===== src/rtl/regfile_wb_arbiter_if.sv =====
// Write-back bundle between the two producers, the arbiter and the register-file write port.
// The master modport is the producer/observer side; the slave modport is the arbiter.
interface regfile_wb_arbiter_if #(
  parameter int CNT_W = 16
);
  logic             req0_valid;
  logic             req0_ready;
  logic [4:0]       req0_rd;
  logic [31:0]      req0_data;
  logic             req1_valid;
  logic             req1_ready;
  logic [4:0]       req1_rd;
  logic [31:0]      req1_data;
  logic             rf_wEn;
  logic [4:0]       rf_Rw;
  logic [31:0]      rf_busW;
  logic [31:0]      pend;
  logic [CNT_W-1:0] wr_cnt;

  modport master (
    output req0_valid, req0_rd, req0_data, req1_valid, req1_rd, req1_data,
    input  req0_ready, req1_ready, rf_wEn, rf_Rw, rf_busW, pend, wr_cnt
  );

  modport slave (
    input  req0_valid, req0_rd, req0_data, req1_valid, req1_rd, req1_data,
    output req0_ready, req1_ready, rf_wEn, rf_Rw, rf_busW, pend, wr_cnt
  );
endinterface


===== src/rtl/regfile_wb_arbiter.sv =====
// Two-requester write-back arbiter with one holding slot per requester, same-register
// ordering by age, round-robin otherwise, and a per-register pending vector.
module regfile_wb_arbiter #(
  parameter bit DROP_R0 = 1'b1,
  parameter int CNT_W   = 16
) (
  input logic                 clk,
  input logic                 rst_n,
  regfile_wb_arbiter_if.slave bus
);
  localparam int DATA_W = 32;

  logic [1:0]        full_p0;
  logic [4:0]        rd_p0   [2];
  logic [DATA_W-1:0] data_p0 [2];
  logic              older1_p0;
  logic              lastGrant_p0;

  logic              vld_p1;
  logic [4:0]        rw_p1;
  logic [DATA_W-1:0] busW_p1;
  logic [CNT_W-1:0]  wrCnt_p1;

  logic [1:0]        grant;
  logic [1:0]        ready;
  logic [1:0]        acc;
  logic              anyGrant;
  logic [4:0]        rdG;
  logic [DATA_W-1:0] dataG;
  logic [31:0]       pendV;

  function automatic logic [CNT_W-1:0] satInc(input logic [CNT_W-1:0] v);
    return (&v) ? v : v + {{(CNT_W-1){1'b0}}, 1'b1};
  endfunction

  // Same-register pairs go by age; otherwise alternate away from the last winner.
  always_comb begin
    grant = 2'b00;
    unique case (full_p0)
      2'b01:   grant = 2'b01;
      2'b10:   grant = 2'b10;
      2'b11: begin
        if (rd_p0[0] == rd_p0[1]) grant = older1_p0 ? 2'b10 : 2'b01;
        else                      grant = lastGrant_p0 ? 2'b01 : 2'b10;
      end
      default: grant = 2'b00;
    endcase
  end

  always_comb begin
    ready    = ~full_p0 | grant;
    acc      = {bus.req1_valid, bus.req0_valid} & ready;
    anyGrant = |grant;
    rdG      = grant[1] ? rd_p0[1]   : rd_p0[0];
    dataG    = grant[1] ? data_p0[1] : data_p0[0];
  end

  // ---- stage p0: holding slots ----
  always_ff @(posedge clk) begin
    if (acc[0]) begin
      rd_p0[0]   <= bus.req0_rd;
      data_p0[0] <= bus.req0_data;
    end
    if (acc[1]) begin
      rd_p0[1]   <= bus.req1_rd;
      data_p0[1] <= bus.req1_data;
    end
  end

  // ---- stage p1: register-file write port ----
  always_ff @(posedge clk or negedge rst_n) begin
    if (!rst_n) begin
      full_p0      <= 2'b00;
      older1_p0    <= 1'b0;
      lastGrant_p0 <= 1'b1;
      vld_p1       <= 1'b0;
      rw_p1        <= '0;
      busW_p1      <= '0;
      wrCnt_p1     <= '0;
    end else begin
      for (int k = 0; k < 2; k++) begin
        if (acc[k])        full_p0[k] <= 1'b1;
        else if (grant[k]) full_p0[k] <= 1'b0;
      end
      // A lone load is younger than whatever the other slot holds; a joint load makes slot 0 older.
      if (acc[0])      older1_p0 <= !acc[1];
      else if (acc[1]) older1_p0 <= 1'b0;
      if (anyGrant) begin
        lastGrant_p0 <= grant[1];
        rw_p1        <= rdG;
        busW_p1      <= dataG;
      end
      vld_p1 <= anyGrant && !(DROP_R0 && (rdG == 5'd0));
      if (vld_p1) wrCnt_p1 <= satInc(wrCnt_p1);
    end
  end

  always_comb begin
    pendV = '0;
    for (int k = 0; k < 2; k++) begin
      if (full_p0[k]) pendV[rd_p0[k]] = 1'b1;
    end
    if (vld_p1)  pendV[rw_p1] = 1'b1;
    if (DROP_R0) pendV[0]     = 1'b0;
  end

  assign bus.req0_ready = ready[0];
  assign bus.req1_ready = ready[1];
  assign bus.rf_wEn     = vld_p1;
  assign bus.rf_Rw      = rw_p1;
  assign bus.rf_busW    = busW_p1;
  assign bus.pend       = pendV;
  assign bus.wr_cnt     = wrCnt_p1;
endmodule


===== src/flat_wrapper.sv =====
// flat-port wrapper written by rule: the top's interface ports become plain ports
module regfile_wb_arbiter_flat 
#(
  parameter bit DROP_R0 = 1'b1,
  parameter int CNT_W   = 16
)
  (clk, rst_n, bus_req0_valid, bus_req0_rd, bus_req0_data, bus_req1_valid, bus_req1_rd, bus_req1_data, bus_req0_ready, bus_req1_ready, bus_rf_wEn, bus_rf_Rw, bus_rf_busW, bus_pend, bus_wr_cnt);
  regfile_wb_arbiter_if #(.CNT_W(CNT_W)) bus_i ();
  input logic clk;
  input logic rst_n;
  input wire logic [$bits(bus_i.req0_valid)-1:0] bus_req0_valid;
  input wire logic [$bits(bus_i.req0_rd)-1:0] bus_req0_rd;
  input wire logic [$bits(bus_i.req0_data)-1:0] bus_req0_data;
  input wire logic [$bits(bus_i.req1_valid)-1:0] bus_req1_valid;
  input wire logic [$bits(bus_i.req1_rd)-1:0] bus_req1_rd;
  input wire logic [$bits(bus_i.req1_data)-1:0] bus_req1_data;
  output wire logic [$bits(bus_i.req0_ready)-1:0] bus_req0_ready;
  output wire logic [$bits(bus_i.req1_ready)-1:0] bus_req1_ready;
  output wire logic [$bits(bus_i.rf_wEn)-1:0] bus_rf_wEn;
  output wire logic [$bits(bus_i.rf_Rw)-1:0] bus_rf_Rw;
  output wire logic [$bits(bus_i.rf_busW)-1:0] bus_rf_busW;
  output wire logic [$bits(bus_i.pend)-1:0] bus_pend;
  output wire logic [$bits(bus_i.wr_cnt)-1:0] bus_wr_cnt;
  assign bus_i.req0_valid = bus_req0_valid;
  assign bus_i.req0_rd = bus_req0_rd;
  assign bus_i.req0_data = bus_req0_data;
  assign bus_i.req1_valid = bus_req1_valid;
  assign bus_i.req1_rd = bus_req1_rd;
  assign bus_i.req1_data = bus_req1_data;
  assign bus_req0_ready = bus_i.req0_ready;
  assign bus_req1_ready = bus_i.req1_ready;
  assign bus_rf_wEn = bus_i.rf_wEn;
  assign bus_rf_Rw = bus_i.rf_Rw;
  assign bus_rf_busW = bus_i.rf_busW;
  assign bus_pend = bus_i.pend;
  assign bus_wr_cnt = bus_i.wr_cnt;
  regfile_wb_arbiter #(.DROP_R0(DROP_R0), .CNT_W(CNT_W)) u_core (.clk(clk), .rst_n(rst_n), .bus(bus_i));
endmodule

===== config.mk =====
export PLATFORM = sky130hd
export DESIGN_NAME = regfile_wb_arbiter_flat
export DESIGN_NICKNAME = d
export VERILOG_FILES = /design/src/rtl/regfile_wb_arbiter_if.sv /design/src/rtl/regfile_wb_arbiter.sv /design/src/flat_wrapper.sv
export SDC_FILE = /design/constraint.sdc
export NUM_CORES = 1
export LEC_CHECK = 0
export CORE_MARGIN = 2
export CORE_UTILIZATION = 49
export DETAILED_ROUTE_END_ITERATION = 6
export PLACE_DENSITY = 0.89
export SLEW_MARGIN = 20
export SYNTH_ARGS = -nofsm -noshare
export SYNTH_HDL_FRONTEND = slang
export SYNTH_SLANG_ARGS = --single-unit

===== constraint.sdc =====
create_clock -name clk -period 4.4 [get_ports clk]
set_input_delay 0.88 -clock clk [delete_from_list [all_inputs] [get_ports clk]]
set_output_delay 0.88 -clock clk [all_outputs]
set_load 0.01 [all_outputs]

==> results of run 1 <==
[flip-flops by register name, indices dropped and copies added, names as in the netlist]
name                 flops
u_core.bus.rf_Rw         5
u_core.older1_p0         1
u_core.rd_p0            10
u_core.bus.wr_cnt       16
u_core.full_p0           2
u_core.lastGrant_p0      1
u_core.data_p0          64
u_core.bus.rf_wEn        1
u_core.bus.rf_busW      32
[Yosys cell counts (2+ instances only)]
cell type  count
a22oi_1       30
o221a_1       28
a222oi_1       2
nand2b_1       2
mux2_2         2
nand2_1       75
o21a_1         3
and3b_1        7
nand3_2        2
buf_6          4
and4_1         2
inv_1          6
clkbuf_1      18
and2_1        34
nand4_1        5
a21o_1         2
a21oi_1        5
and3_1         8
a211o_1       33
buf_2          5
nor2_1        14
dfrtp_1       57
o21ai_0        4
buf_1          3
xor2_1         3
xnor2_1       15
nand3_1        8
nor3b_1       13
edfxtp_1      74
nor3_1        10
o221a_2        7
[per-stage QoR]
stage | hold WS (ns) | instances
2_1_floorplan | 0.491 | 496
6_report | 0.498 | 837
3_3_place_gp | 0.480 | 805
3_5_place_dp | 0.484 | 805
4_1_cts | 0.491 | 837
5_1_grt | 0.502 | 837
[worst min-delay path by stage]
stage / from / to / slack (ns)
global route: u_core.bus.wr_cnt[10] / u_core.bus.wr_cnt[10] / 0.50
floorplan: u_core.data_p0[0][23] / u_core.bus.rf_busW[23] / 0.49
detailed placement: u_core.bus.wr_cnt[10] / u_core.bus.wr_cnt[10] / 0.48
global placement: u_core.bus.wr_cnt[10] / u_core.bus.wr_cnt[10] / 0.48
finish: u_core.bus.wr_cnt[10] / u_core.bus.wr_cnt[10] / 0.50
CTS: u_core.bus.wr_cnt[10] / u_core.bus.wr_cnt[10] / 0.49
[critical path: stages, from the launching register on]
cell and delay, ns:
dfrtp_1 0.36, buf_4 0.42, nand2_1 0.19, nor2_1 0.53, a222oi_1 0.20, inv_1 0.09
clkdlybuf4s50_1 0.53
[layout make-up]
| type | count | area [sq um] |
|---|---|---|
| clock buffers | 20 | 457 |
| clock inverters | 12 | 109 |
| fillers | 831 | 3630 |
| inverters | 7 | 26.3 |
| multi-input cells | 326 | 2260 |
| flip-flops and latches | 132 | 3680 |
| well taps | 168 | 210 |
| repair buffers | 172 | 1700 |
[cells in the final DEF, fill, tap and decap left out, types with 4 or more instances in the layout]
| cell | count |
|---|---|
| a211o_1 | 33 |
| nand4_1 | 5 |
| dfrtp_1 | 56 |
| nor3b_1 | 13 |
| clkdlybuf4s50_1 | 163 |
| o221a_2 | 7 |
| inv_1 | 6 |
| xnor2_1 | 15 |
| buf_4 | 8 |
| clkbuf_16 | 17 |
| a21oi_1 | 5 |
| and2_1 | 33 |
| nor2_1 | 14 |
| o221a_1 | 28 |
| nand3_1 | 8 |
| and3b_1 | 7 |
| o21ai_0 | 4 |
| a22oi_1 | 30 |
| nand2_1 | 75 |
| edfxtp_1 | 74 |
| nor3_1 | 9 |
| and3_1 | 8 |
| clkinv_4 | 4 |
| clkinvlp_4 | 4 |
[cells by family after synthesis]
logic type / count (synthesis)
flops: 132
buf+inv: 38
compound gates: 121
xor+xnor: 19
mux: 2
fa+ha+maj: 1
other cells: 1
simple gates: 182
[metal layers]
metal,track usage,vias to the layer above,part of all wire
met1,0.321,2432,0.40
met4,0.112,0,0.020
met3,0.0628,37,0.095
met5,0,-,0
met2,0.410,303,0.49
li1,-,2210,-
[power by group through the flow]
stage                     Combinational (W)  Clock, W  Sequential (W)
after floorplan                    0.000632         0         0.00181
after global placement              0.00126         0         0.00181
after detailed placement            0.00132         0         0.00182
after CTS                           0.00132   0.00134         0.00181
after global routing                0.00142   0.00140         0.00185
final                               0.00132   0.00133         0.00182
==> qor.yml, run 1 <==
floorplanning:
  core-area_sq_mm: 0.0121
  dieHeight_um: 116
  num_rows: 40
  io_pins: 166
  initial_core_util: 0.505
  dieArea_sq_mm: 0.0133
  die_w_um: 116
timing:
  worstMarginPinSlew_ns: 1.00
  relSlewSlack: 0.330
  setup_ws_ns: 0.795
  period_needed_ns: 3.61
  finalSetupTns_ns: 0
  finalClockSkew_ns: 0.0147
  fmax_mhz: 277
  setup_viol: 0
  rsz0062_at_grt: "no"
  final-hold-violation-count: 0
  slew_violations: 0
  timing.final.crit_share: 0.819
cts:
  cts_tree: "done"
  clock_path_buffers: 2
  root_buffer: "clkbuf_16"
  clock_latency_ns: 0.42
  post_cts_resized: 0
  htree_levels: 4
  cts_sinks: 132
  postCtsHoldBufs: 0
  numCtsBuffers: 17
  clk_pin_slew_worst_paths_ns: 0.05
  cts_setup_buffers: 0
power:
  seq_power_share: 0.407
  clockPowerShare: 0.298
  leakage_nw: 3.25
  combPwrFrac: 0.295
  p_int_w: 0.00307
  swShare: 0.314
  powerDensity_mw_per_mm2: 530
  p_total_w: 0.00447
  ir_worst_vdd_mv: 0.295
  p_sw_w: 0.00140
cells_and_area:
  layout-drive-gt1-share: 0.0897
  final_cell_area_sq_mm: 0.00843
  nets: 735
  syn_to_final_growth_pct: 38.4
  utilization: 0.699
  antennaDiodeCount: 0
place:
  pre_cts_ws_ns: 1.29
  hpwl_mm: 10.9
  routabilityCongestion: 0.878
  io_buffers: 164
  dpl_cell_area_sq_mm: 0.00786
yosys:
  postSynthCellCount: 496
  synth_fa_ha_area_frac: 0.00205
  synth_top_area_frac: 0.365
  muxShareOfSynthArea: 0.00370
  ys_types: 46
  ys_seq_area_frac: 0.603
  synth_compound_gate_area_share: 0.177
  synth_top_family_by_area: "compound AO/OA/AOI/OAI gates"
  yosys.area.top_type: "edfxtp_1"
  async_flop_share: 0.439
  synth_edf_count: 74
  synth_area_sq_mm: 0.00609
  yosys-top-cells-area: "edfxtp_1 36%, dfrtp_1 23%, o221a_1 5.2%, a211o_1 4.7%, nand2_1 4.6%"
  synth_xor_xnor_area_share: 0.0285
  synthSimpleGateAreaFrac: 0.156
  ys.flop_type: "edfxtp_1"
  synth_warnings: 0
  syn_area_per_cell_sq_um: 12.3
  synth_nets: 575
  synth_seq_cells: 132
hold_path:
  hold_class: "reg -> reg"
  whs_path_depth: 1
job:
  drv_cap: 0
critical_path:
  crit_fanout: 47
  critPathArrivalTime_ns: 2.73
  startpoint: "u_core.full_p0[1]"
  crit_required_ns: 3.52
  cp-start-kind: "flop"
  worst_r2r_endpoint: "u_core.data_p0[0][13]"
  r2r-start: "u_core.rd_p0[0][4]"
  critPathCapture: "bus_pend[30]"
  worst-setup-path-type: "reg -> out"
  r2r_setup_slack_ns: 1.54
  endpoint_kind: "output port"
  ff2ff_path_depth: 6
global_route:
  grt_pass1_wl_mm: 25.6
  grt_pass1_vias: 5055
  grt_start_max_net_pins: 48
  grt_usage: 0.252
  overflow: 0
  antenna_found_initial: 0
run_status:
  status: "complete, no violations"
drt:
  wl_mm: 16.6
  drt-vias-per-instance: 5.95
  drt_iter0_markers: 591
  firstDrtPassIters: 5
  vias: 4982
  drc: 0
  drtAntennaViolNets: 0
  drt-wirelength-per-cell_um: 19.8
Note: power is estimated with default switching activity, not from simulation.
==> run 2: changes to the inputs <==
- clock period: 4.4 -> 3.59 ns (I/O delays scaled with it)
==> run 2 against run 1 <==
Effect of this change:
- die area is the same
- sequential cell count stayed put
- via count increased by 0.36%
- setup slack worse by 0.48 ns
- cell count rose by 0.48%
- combinational power grew 23%
- final area grew 0.46%
- critical path type unchanged
- largest power group unchanged
- highest routed layer unchanged
==> qor.yml, run 2 (same netlist as run 1, synthesis figures left out) <==
cts:
  postCtsHoldBufs: 0
  clk_pin_slew_worst_paths_ns: 0.06
  root_buffer: "clkbuf_16"
  post_cts_resized: 0
  htree_levels: 4
  clock_latency_ns: 0.41
  cts_tree: "done"
  numCtsBuffers: 17
  cts_sinks: 132
  clock_path_buffers: 2
  cts_setup_buffers: 0
power:
  swShare: 0.308
  powerDensity_mw_per_mm2: 652
  ir_worst_vdd_mv: 0.387
  seq_power_share: 0.405
  p_sw_w: 0.00170
  clockPowerShare: 0.302
  leakage_nw: 3.28
  p_int_w: 0.00382
  combPwrFrac: 0.294
drt:
  wl_met3_mm: 1.45
  route.met2.wl_mm: 8.04
  drc: 0
  drt-vias-per-instance: 5.95
  top_layer: "met4"
  firstDrtPassIters: 6
  wirelength_met1_mm: 6.57
  drt-wirelength-per-cell_um: 19.5
  wl_mm: 16.4
  vias: 5000
  drtAntennaViolNets: 0
  drt_iter0_markers: 692
timing:
  timing.final.crit_share: 0.913
  rsz0062_at_grt: "no"
  slew_violations: 0
  finalClockSkew_ns: 0.00562
  period_needed_ns: 3.28
  relSlewSlack: 0.406
  fmax_mhz: 305
  finalSetupTns_ns: 0
  final-hold-violation-count: 0
  setup_viol: 0
  fin_hold_ws_ns: 0.432
  worstMarginPinSlew_ns: 0.891
cells_and_area:
  largest_register: "u_core.data_p0"
  largest_reg_flops: 64
  final_common_cell: "clkdlybuf4s50_1"
  layout_common_cells: "163 x clkdlybuf4s50_1, 75 x nand2_1, 74 x edfxtp_1"
  antennaDiodeCount: 0
  syn_to_final_growth_pct: 39.0
  nets: 739
  layout-drive-gt1-share: 0.0936
  final_cell_area_sq_mm: 0.00847
critical_path:
  crit_fanout: 20
  cp-start-kind: "flop"
  critPathArrivalTime_ns: 2.56
  endpoint_kind: "output port"
  r2r-start: "u_core.rd_p0[0][4]"
  startpoint: "u_core.full_p0[0]"
  crit_required_ns: 2.87
  worst-setup-path-type: "reg -> out"
global_route:
  grt_usage: 0.249
  antenna_found_initial: 0
  grt_pass1_vias: 5041
  grt_start_max_net_pins: 48
  overflow: 0
  grt_pass1_wl_mm: 25.5
hold_path:
  hold_class: "in -> async"
floorplanning:
  num_rows: 40
  die_w_um: 116
  core-area_sq_mm: 0.0121
  io_pins: 166
  dieArea_sq_mm: 0.0133
  initial_core_util: 0.505
  dieHeight_um: 116
job:
  drv_cap: 0
place:
  dpl_cell_area_sq_mm: 0.00789
  routabilityCongestion: 0.866
  io_buffers: 164
  hpwl_mm: 11.0
run_status:
  status: "complete, no violations"
## run 2: cell count changes in the layout (fill, tap and decap cells not counted), sizes merged
cell / previous run / this run
buf: 9 / 13
bufinv: 1 / 2
clkinv: 7 / 6
clkinvlp: 4 / 3
inv: 7 / 8
## run 2: per-stage QoR
step                setup WS (ns)  cells  power, W  utilization
floorplan                  0.0153    496   0.00300            -
global placement            0.878    809   0.00378        0.654
detailed placement          0.796    809   0.00385        0.654
CTS                         0.336    841   0.00553        0.702
global route                0.173    841   0.00576        0.702
finish                      0.314    841   0.00552        0.702
## run 2: per-layer routing
metal / vias up / track usage
met1: 2436 / 0.322
met4: 0 / 0.0851
met3: 42 / 0.0643
met2: 312 / 0.411
li1: 2210 / -
met5: - / 0
## run 2: power by group through the flow
| stage | clock network [W] | logic (W) | registers (W) |
|---|---|---|---|
| 6_report | 0.00167 | 0.00162 | 0.00223 |
| 5_1_grt | 0.00177 | 0.00173 | 0.00227 |
| 4_1_cts | 0.00169 | 0.00162 | 0.00223 |
| 3_5_place_dp | 0 | 0.00161 | 0.00224 |
| 3_3_place_gp | 0 | 0.00156 | 0.00222 |
| 2_1_floorplan | 0 | 0.000774 | 0.00222 |
## run 2: path summary, 6_finish.rpt
kind                                           to  slack (ns)  cells after the start
max                                  bus_pend[17]        0.31                      5
min                          u_core.bus.wr_cnt[4]        0.43                      1
max reg2reg                   u_core.bus.rf_Rw[3]        0.94                      5
min reg2reg                 u_core.bus.wr_cnt[10]        0.49                      1
max in group asynchronous  u_core.bus.rf_busW[28]        2.35                      2
min in group clk            u_core.bus.wr_cnt[10]        0.49                      1
## run 2: critical path, cell delays in order (launching register included)
cell	delay, ns
dfrtp_2	0.59
nand2_1	0.13
nor2_1	0.55
a22oi_1	0.20
nand2_1	0.13
clkdlybuf4s50_1	0.54
## run 2: area by class of cell
cell class                 instances  area (sq um)
clock buffer                      20           447
tap                              168           210
clock inverter                    12           133
inverter                           7          26.3
fill                             817          3590
timing repair buffer             176          1730
sequential                       132          3680
multi-input combinational        326          2250
==> patch, RTL diff (config.mk and constraints of run 2) <==
`CNT_W` is set to 16 in 3 places; all go to 12.
--- a/src/rtl/regfile_wb_arbiter_if.sv
+++ b/src/rtl/regfile_wb_arbiter_if.sv
@@ -3,3 +3,3 @@
 interface regfile_wb_arbiter_if #(
-  parameter int CNT_W = 16
+  parameter int CNT_W = 12
 );
--- a/src/rtl/regfile_wb_arbiter.sv
+++ b/src/rtl/regfile_wb_arbiter.sv
@@ -4,3 +4,3 @@
   parameter bit DROP_R0 = 1'b1,
-  parameter int CNT_W   = 16
+  parameter int CNT_W   = 12
 ) (
--- a/src/flat_wrapper.sv
+++ b/src/flat_wrapper.sv
@@ -4,3 +4,3 @@
   parameter bit DROP_R0 = 1'b1,
-  parameter int CNT_W   = 16
+  parameter int CNT_W   = 12
 )
Ports: changed (resized bus_wr_cnt); port bits go from 166 to 162. The function was not compared with the original's and may differ.
==> patch against run 2 <==
Die area shrank 1.8%; sequential cell count fell by 4; power is 2.5% higher; area after synthesis is 1.8% lower; final cell count down 4.6%; sequential power decreased by 2%; routed wire length is 0.84% higher; synthesized cell count is 1.8% lower; clock power increased by 7%; setup slack worse by 0.075 ns; global-route usage is 0.47 points higher; design area decreased by 2.2%; via count shrank 4.7%; largest power group unchanged; highest routed layer unchanged.
==> patch: results (changes against run 2) <==
[setup_path]
r2r_slack_ns=0.82  ; -0.12 ns
crit_arrival_ns=2.63  ; +0.07 ns
crit_end=bus_req0_ready
cpPeakStageDelay_ns=0.56  ; -0.03 ns
crit_path_max_fanout=10  ; -50%
r2r_end=u_core.bus.rf_busW[13]$_DFFE_PN0P_
cpMaxStageDelayCell=edfxtp_1

[layout]
fin_nets=721  ; -2.4%
fillCellCount=828  ; +1.3%
drive_above_1_share=0.0870  ; -0.00659

[pwr]
power_leakage_nw=3.20  ; -2.5%

[place]
hpwl_mm=11.0  ; +0.24%
place_area_sq_mm=0.00766  ; -2.9%
place_congestion=0.881  ; +1.8%

[drt]
num_vias=4766  ; -4.7%
dr.first_iter.drc_count=422  ; -39%

[run_status]
status=complete, no violations

[grt]
gr-usage-met3=0.0656  ; +0.00131
grt_use_met2=0.409  ; -0.00145
grt_pass1_wl_mm=25.4  ; -0.60%
grt_pass1_vias=4730  ; -6.2%
use_met1=0.337  ; +0.0145

[sta]
worst_clock_skew_ns=0.00636  ; +0.000744 ns

[synthesis]
syn_nets=566  ; -1.6%
synthTopCellsByCount=edfxtp_1, nand2_1, dfrtp_1
synth_async_sr_flop_share=0.422  ; -0.0175

-- patch: cell count changes after synthesis, sizes merged, moves of 3 or more --
cell   change
nor3b      -6
a21oi      +4
dfrtp      -4
a22o       +3
-- patch: final cells by class --
class	count	area (sq um)	share of cell area
clock buffers	17	425	0.0514
clock inverters	15	194	0.0234
inverters	7	26.3	0.00317
multi-input cells	319	2210	0.267
flip-flops and latches	128	3580	0.432
well taps	147	184	0.0222
repair buffers	169	1660	0.201
-- patch: cell families after synthesis --
logic type | share of synthesized area
other cells | 0.000627
compound gates | 0.188
mux | 0.00188
simple gates | 0.145
flops | 0.597
fa+ha+maj | 0.00209
buf+inv | 0.0332
xor+xnor | 0.0322
-- patch: per-stage QoR --
step / utilization / power, W / setup slack (ns) / hold slack [ns] / cells
2_1_floorplan: - / 0.00301 / 0.984 / 0.422 / 487
3_3_place_gp: 0.641 / 0.00380 / 0.784 / 0.487 / 770
3_5_place_dp: 0.641 / 0.00387 / 0.724 / 0.502 / 770
4_1_cts: 0.692 / 0.00567 / 0.255 / 0.434 / 802
5_1_grt: 0.692 / 0.00590 / 0.0940 / 0.473 / 802
6_report: 0.692 / 0.00566 / 0.239 / 0.412 / 802
-- patch: layer usage --
layer	up-vias	wire length (um)
met2	264	8080
met3	22	1310
met4	0	270
met1	2326	6850
met5	-	0
li1	2154	-
-- patch: report_power, final --
| group | total (W) | switching (W) | internal (W) |
|---|---|---|---|
| clock network | 0.00178 | 0.000628 | 0.00116 |
| logic | 0.00169 | 0.000822 | 0.000872 |
| registers | 0.00218 | 0.000290 | 0.00189 |
